### config.mk
export PLATFORM = sky130hd
export DESIGN_NAME = divider_16by8
export DESIGN_NICKNAME = d
export VERILOG_FILES = /design/src/rtl/divider_16by8.sv
export SDC_FILE = /design/constraint.sdc
export NUM_CORES = 1
export LEC_CHECK = 0
export CAP_MARGIN = 0
export CORE_ASPECT_RATIO = 2
export CORE_UTILIZATION = 45
export CTS_BUF_LIST = sky130_fd_sc_hd__clkbuf_8
export DETAILED_ROUTE_END_ITERATION = 8
export PLACE_DENSITY = 0.7
export SLEW_MARGIN = 25
export SYNTH_ARGS = -nofsm -noshare
export SYNTH_HDL_FRONTEND = slang
export SYNTH_SLANG_ARGS = --single-unit
### constraint.sdc
create_clock -name clk -period 5.7 [get_ports clk]
set_input_delay 1.14 -clock clk [delete_from_list [all_inputs] [get_ports clk]]
set_output_delay 1.14 -clock clk [all_outputs]
set_load 0.01 [all_outputs]
### src/rtl/divider_16by8.sv
// Sequential unsigned restoring divider (2*BIT / BIT), valid/ready on both sides, dbz/ovf flags.
// Optional macro DIVIDER_RADIX4_EN: two restoring steps per CALC cycle instead of one.
module divider_16by8 #(
  parameter int BIT = 8
) (
  input  logic             clk,
  input  logic             rst,
  input  logic             in_valid,
  output logic             in_ready,
  input  logic [2*BIT-1:0] dividend,
  input  logic [BIT-1:0]   divisor,
  output logic             out_valid,
  input  logic             out_ready,
  output logic [BIT-1:0]   quotient,
  output logic [BIT-1:0]   remainder,
  output logic             dbz,
  output logic             ovf
);

`ifdef DIVIDER_RADIX4_EN
  localparam int STEPS = 2;
`else
  localparam int STEPS = 1;
`endif
  localparam int CW = $clog2(BIT);
  localparam logic [CW-1:0] LAST_CNT = CW'(BIT / STEPS - 1);

  typedef enum logic [1:0] {IDLE, CALC, DONE} state_t;

  state_t          state_q;
  logic [BIT-1:0]  r_q, r_d;
  logic [BIT-1:0]  sh_q, sh_d;
  logic [BIT-1:0]  dvs_q;
  logic [CW-1:0]   cnt_q;
  logic            in_ready_q, out_valid_q, dbz_q, ovf_q;
  logic [BIT-1:0]  quotient_q, remainder_q;

  // R < divisor on entry, so the difference is exact in BIT bits; the compare needs the carry-out bit.
  function automatic logic [BIT:0] div_step(input logic [BIT-1:0] r, input logic b,
                                            input logic [BIT-1:0] d);
    logic [BIT:0] t;
    t = {r, b};
    if (t >= {1'b0, d}) return {1'b1, t[BIT-1:0] - d};
    else                return {1'b0, t[BIT-1:0]};
  endfunction

  logic           qb1;
  logic [BIT-1:0] r1;
`ifdef DIVIDER_RADIX4_EN
  logic           qb2;
  logic [BIT-1:0] r2;
`endif

  // Dividend bits leave sh at the MSB while quotient bits enter at the LSB.
  always_comb begin
    {qb1, r1} = div_step(r_q, sh_q[BIT-1], dvs_q);
`ifdef DIVIDER_RADIX4_EN
    {qb2, r2} = div_step(r1, sh_q[BIT-2], dvs_q);
    r_d  = r2;
    sh_d = {sh_q[BIT-3:0], qb1, qb2};
`else
    r_d  = r1;
    sh_d = {sh_q[BIT-2:0], qb1};
`endif
  end

  always_ff @(posedge clk or posedge rst) begin
    if (rst) begin
      state_q     <= IDLE;
      in_ready_q  <= 1'b1;
      out_valid_q <= 1'b0;
      quotient_q  <= '0;
      remainder_q <= '0;
      dbz_q       <= 1'b0;
      ovf_q       <= 1'b0;
      cnt_q       <= '0;
      r_q         <= '0;
      sh_q        <= '0;
      dvs_q       <= '0;
    end else begin
      case (state_q)
        IDLE: begin
          if (in_valid) begin
            in_ready_q <= 1'b0;
            dvs_q      <= divisor;
            if (divisor == '0) begin
              quotient_q  <= '1;
              remainder_q <= dividend[BIT-1:0];
              dbz_q       <= 1'b1;
              ovf_q       <= 1'b0;
              out_valid_q <= 1'b1;
              state_q     <= DONE;
            end else if (dividend[2*BIT-1:BIT] >= divisor) begin
              quotient_q  <= '1;
              remainder_q <= dividend[BIT-1:0];
              dbz_q       <= 1'b0;
              ovf_q       <= 1'b1;
              out_valid_q <= 1'b1;
              state_q     <= DONE;
            end else begin
              r_q     <= dividend[2*BIT-1:BIT];
              sh_q    <= dividend[BIT-1:0];
              cnt_q   <= '0;
              state_q <= CALC;
            end
          end
        end
        CALC: begin
          r_q   <= r_d;
          sh_q  <= sh_d;
          cnt_q <= cnt_q + CW'(1);
          if (cnt_q == LAST_CNT) begin
            quotient_q  <= sh_d;
            remainder_q <= r_d;
            dbz_q       <= 1'b0;
            ovf_q       <= 1'b0;
            out_valid_q <= 1'b1;
            state_q     <= DONE;
          end
        end
        DONE: begin
          if (out_ready) begin
            out_valid_q <= 1'b0;
            in_ready_q  <= 1'b1;
            state_q     <= IDLE;
          end
        end
        default: begin
          out_valid_q <= 1'b0;
          in_ready_q  <= 1'b1;
          state_q     <= IDLE;
        end
      endcase
    end
  end

  assign in_ready  = in_ready_q;
  assign out_valid = out_valid_q;
  assign quotient  = quotient_q;
  assign remainder = remainder_q;
  assign dbz       = dbz_q;
  assign ovf       = ovf_q;

endmodule

==> impl_metrics.yaml <==
timing:
  fmax_mhz: 288
  finClkSkew_ps: 11.8
  tns_ps: 0
  setup_viol: 0
  final-hold-violation-count: 0
  tightest_slew_ps: 999
  min_period_over_period_pct: 60.9
  period_needed_ps: 3470
  final-max-slew-violation-count: 0
  relSlewSlack_pct: 33.4
  grt_setup_unrepaired: "false"
clock_network:
  cts.clk_slew.worst_paths_ps: 100
  cts_hold_buf: 0
  cts_setup_buffers: 0
  clockBufferDepth: 2
  cts.sinks: 49
  cts_tree: "built"
  insertion_delay_ps: 310
  cts-resized-gates: 0
  cts_inserted_buffers: 5
  cts_root_buf: "clkbuf_8"
  htree_levels: 2
synth:
  syn_inst: 290
  yosysUniqueCellTypes: 43
  yosysTopAreaCell: "dfrtp_1"
  synth.area.top_cells: "dfrtp_1 43%, ha_1 8.1%, mux2i_1 7.6%"
  synth-seq-area-share_pct: 44.3
  synthesis.nets: 337
  synth-seq-cells: 49
  syn_avg_cell_area_sq_um: 9.55
  syn_area_sq_mm: 0.00277
  yosys_warnings: 0
  synth_top_area_share_pct: 43.4
finish:
  area_delta_synth_final_pct: 21.5
  regArea_sq_mm: 0.00123
  nNetsFinal: 382
  multi_input_area_sq_mm: 0.00139
  instances_no_fill: 399
  drive_gt1_share_pct: 6.85
  n_fill_cell: 548
  num_antenna_cells: 0
route:
  drt_first_pass_iters: 9
  ant_nets: 0
  post_drt_wl_per_cell_um: 17.0
  vias_per_cell: 5.69
  drt-initial-drc-count: 82
  vias: 2271
  routed_wl_mm: 6.77
  drc_errors: 3
critical_path:
  r2r_setup_slack_ps: 2820
  critPathKind: "input port to flip-flop"
  setup.worst_path.start_class: "input port"
  cp-end-kind: "flip-flop"
  cp_max_fo: 29
  rr_startpoint: "r_q[5]"
  worstRegToRegCells: 6
  r2r_end: "remainder[0]"
  required_ps: 5930
  crit_arrival_ps: 3700
global_routing:
  grt_pass1_wl_mm: 11.2
  grt_use_total_pct: 23.0
  grt_max_degree: 50
  overflow: 0
  antenna_found_initial: 0
  grt_pass1_vias: 2327
die:
  row_count: 40
  dieArea_sq_mm: 0.00649
  ioPinCount: 48
  die_y_um: 113
  initial_core_util_pct: 46.5
  die_w_um: 57.5
  core_sq_mm: 0.00596
power_and_ir_drop:
  p_per_area_mw_per_mm2: 564
  p_leak_nw: 1.57
  peakVddDrop_mv: 0.256
placement:
  placedCellCount: 391
  port_buffers: 47
  dp_hpwl_mm: 5.29
  place.gp.congestion: 0.861
worst_hold_path:
  hp-class: "flip-flop to flip-flop"
  hold_start: "cnt_q[0]"
  holdPathStages: 1
  worstHoldEndpoint: "cnt_q[0]"
outcome:
  violations: "DRC"
  status: "finished, violations left"
job:
  max_cap_viol_count: 0
## critical path, cell delays in order
cell,delay [ps]
clkdlybuf4s50_1,500
ha_1,350
o21a_1,130
o211ai_1,80
a31o_2,240
o21ai_2,770
o21ai_0,300
o22ai_1,180
## cell usage after synthesis, drive strengths merged
cell type / count
o31a: 1
dfstp: 1
or4: 2
a31oi: 1
nor3: 1
o211ai: 1
a21oi: 30
nor3b: 5
or3b: 1
and3: 1
o2111ai: 1
nand2: 17
inv: 25
nor2b: 2
a21boi: 2
o221ai: 1
a211oi: 10
o21a: 2
or2b: 1
nand3: 8
o31ai: 1
mux2: 4
o22ai: 4
clkbuf: 7
mux2i: 21
dfrtp: 48
or2: 1
o21ai: 22
buf: 5
nand2b: 2
xor2: 3
ha: 18
fa: 1
nor2: 31
a31o: 3
and2: 1
a21o: 5
## state kept, by name (all words and copies together) (netlist names)
signal and count:
r_q 8, cnt_q 3, sh_q 8, quotient 8, in_ready 1, out_valid 1, state_q 2, dbz 1
ovf 1, remainder 8, dvs_q 8
## how the worst max path moves through the flow
stage	slack [ps]	start	end
after floorplan	2880	dividend[8]	sh_q[1]
after global placement	1980	divisor[5]	remainder[3]
after detailed placement	1930	divisor[5]	quotient[5]
after CTS	2250	divisor[5]	quotient[5]
after global routing	1990	divisor[5]	quotient[5]
final	2230	dividend[13]	remainder[3]
## where the power goes
group	internal [W]	switching [W]
sequential	0.000512	0.000107
clock	0.0000848	0.000119
combinational	0.000499	0.000577
## kinds of logic after synthesis
logic type      after synthesis  synth area share [%]
fa+ha+maj                    19                  8.85
buf+inv                      37                  5.65
flops                        49                  44.3
compound gates               84                  18.6
mux                          25                  9.49
xor+xnor                      3                 0.949
simple gates                 73                  12.2
## metal layers
| metal | track usage (%) | wire length, um | up-vias |
|---|---|---|---|
| li1 | - | - | 1105 |
| met1 | 24.6 | 2570 | 1087 |
| met2 | 40.1 | 3600 | 58 |
| met3 | 4.11 | 212 | 21 |
| met4 | 15.0 | 399 | 0 |
| met5 | 0 | 0 | - |
## cell usage in the layout (no fill, tap or decap), types with 2 or more instances in the layout
master / instances
a211oi_1: 10
a21boi_0: 2
a21o_1: 5
a21oi_1: 30
a31o_2: 2
buf_4: 3
clkbuf_8: 5
clkdlybuf4s50_1: 47
clkinv_2: 3
dfrtp_1: 48
ha_1: 18
inv_1: 24
mux2_2: 2
mux2_4: 2
mux2i_1: 21
nand2_1: 17
nand2b_1: 2
nand3_1: 8
nor2_1: 31
nor2b_1: 2
nor3b_1: 5
o21a_1: 2
o21ai_0: 19
o21ai_1: 2
o22ai_1: 4
or4_1: 2
xor2_1: 3
## metrics by stage
stage	cell area (sq um)	total power [W]	hold WS, ps	util, %	worst slack (ps)
6_report	3370	0.00190	504	56.5	2230
5_1_grt	3370	0.00206	526	56.5	1990
4_1_cts	3370	0.00191	510	56.5	2250
3_5_place_dp	3280	0.00170	492	55.1	1930
3_3_place_gp	3280	0.00167	488	55.1	1980
2_1_floorplan	2770	0.00136	467	-	2880
## layout make-up
class / instances / share of cell area [%]
Clock buffer: 5 / 2.04
Clock inverter: 3 / 0.520
Inverter: 25 / 2.82
Multi-Input combinational cell: 204 / 41.2
Sequential cell: 49 / 36.5
Tap cell: 63 / 2.34
Timing Repair Buffer: 50 / 14.6
Note: power is estimated with default switching activity, not from simulation.
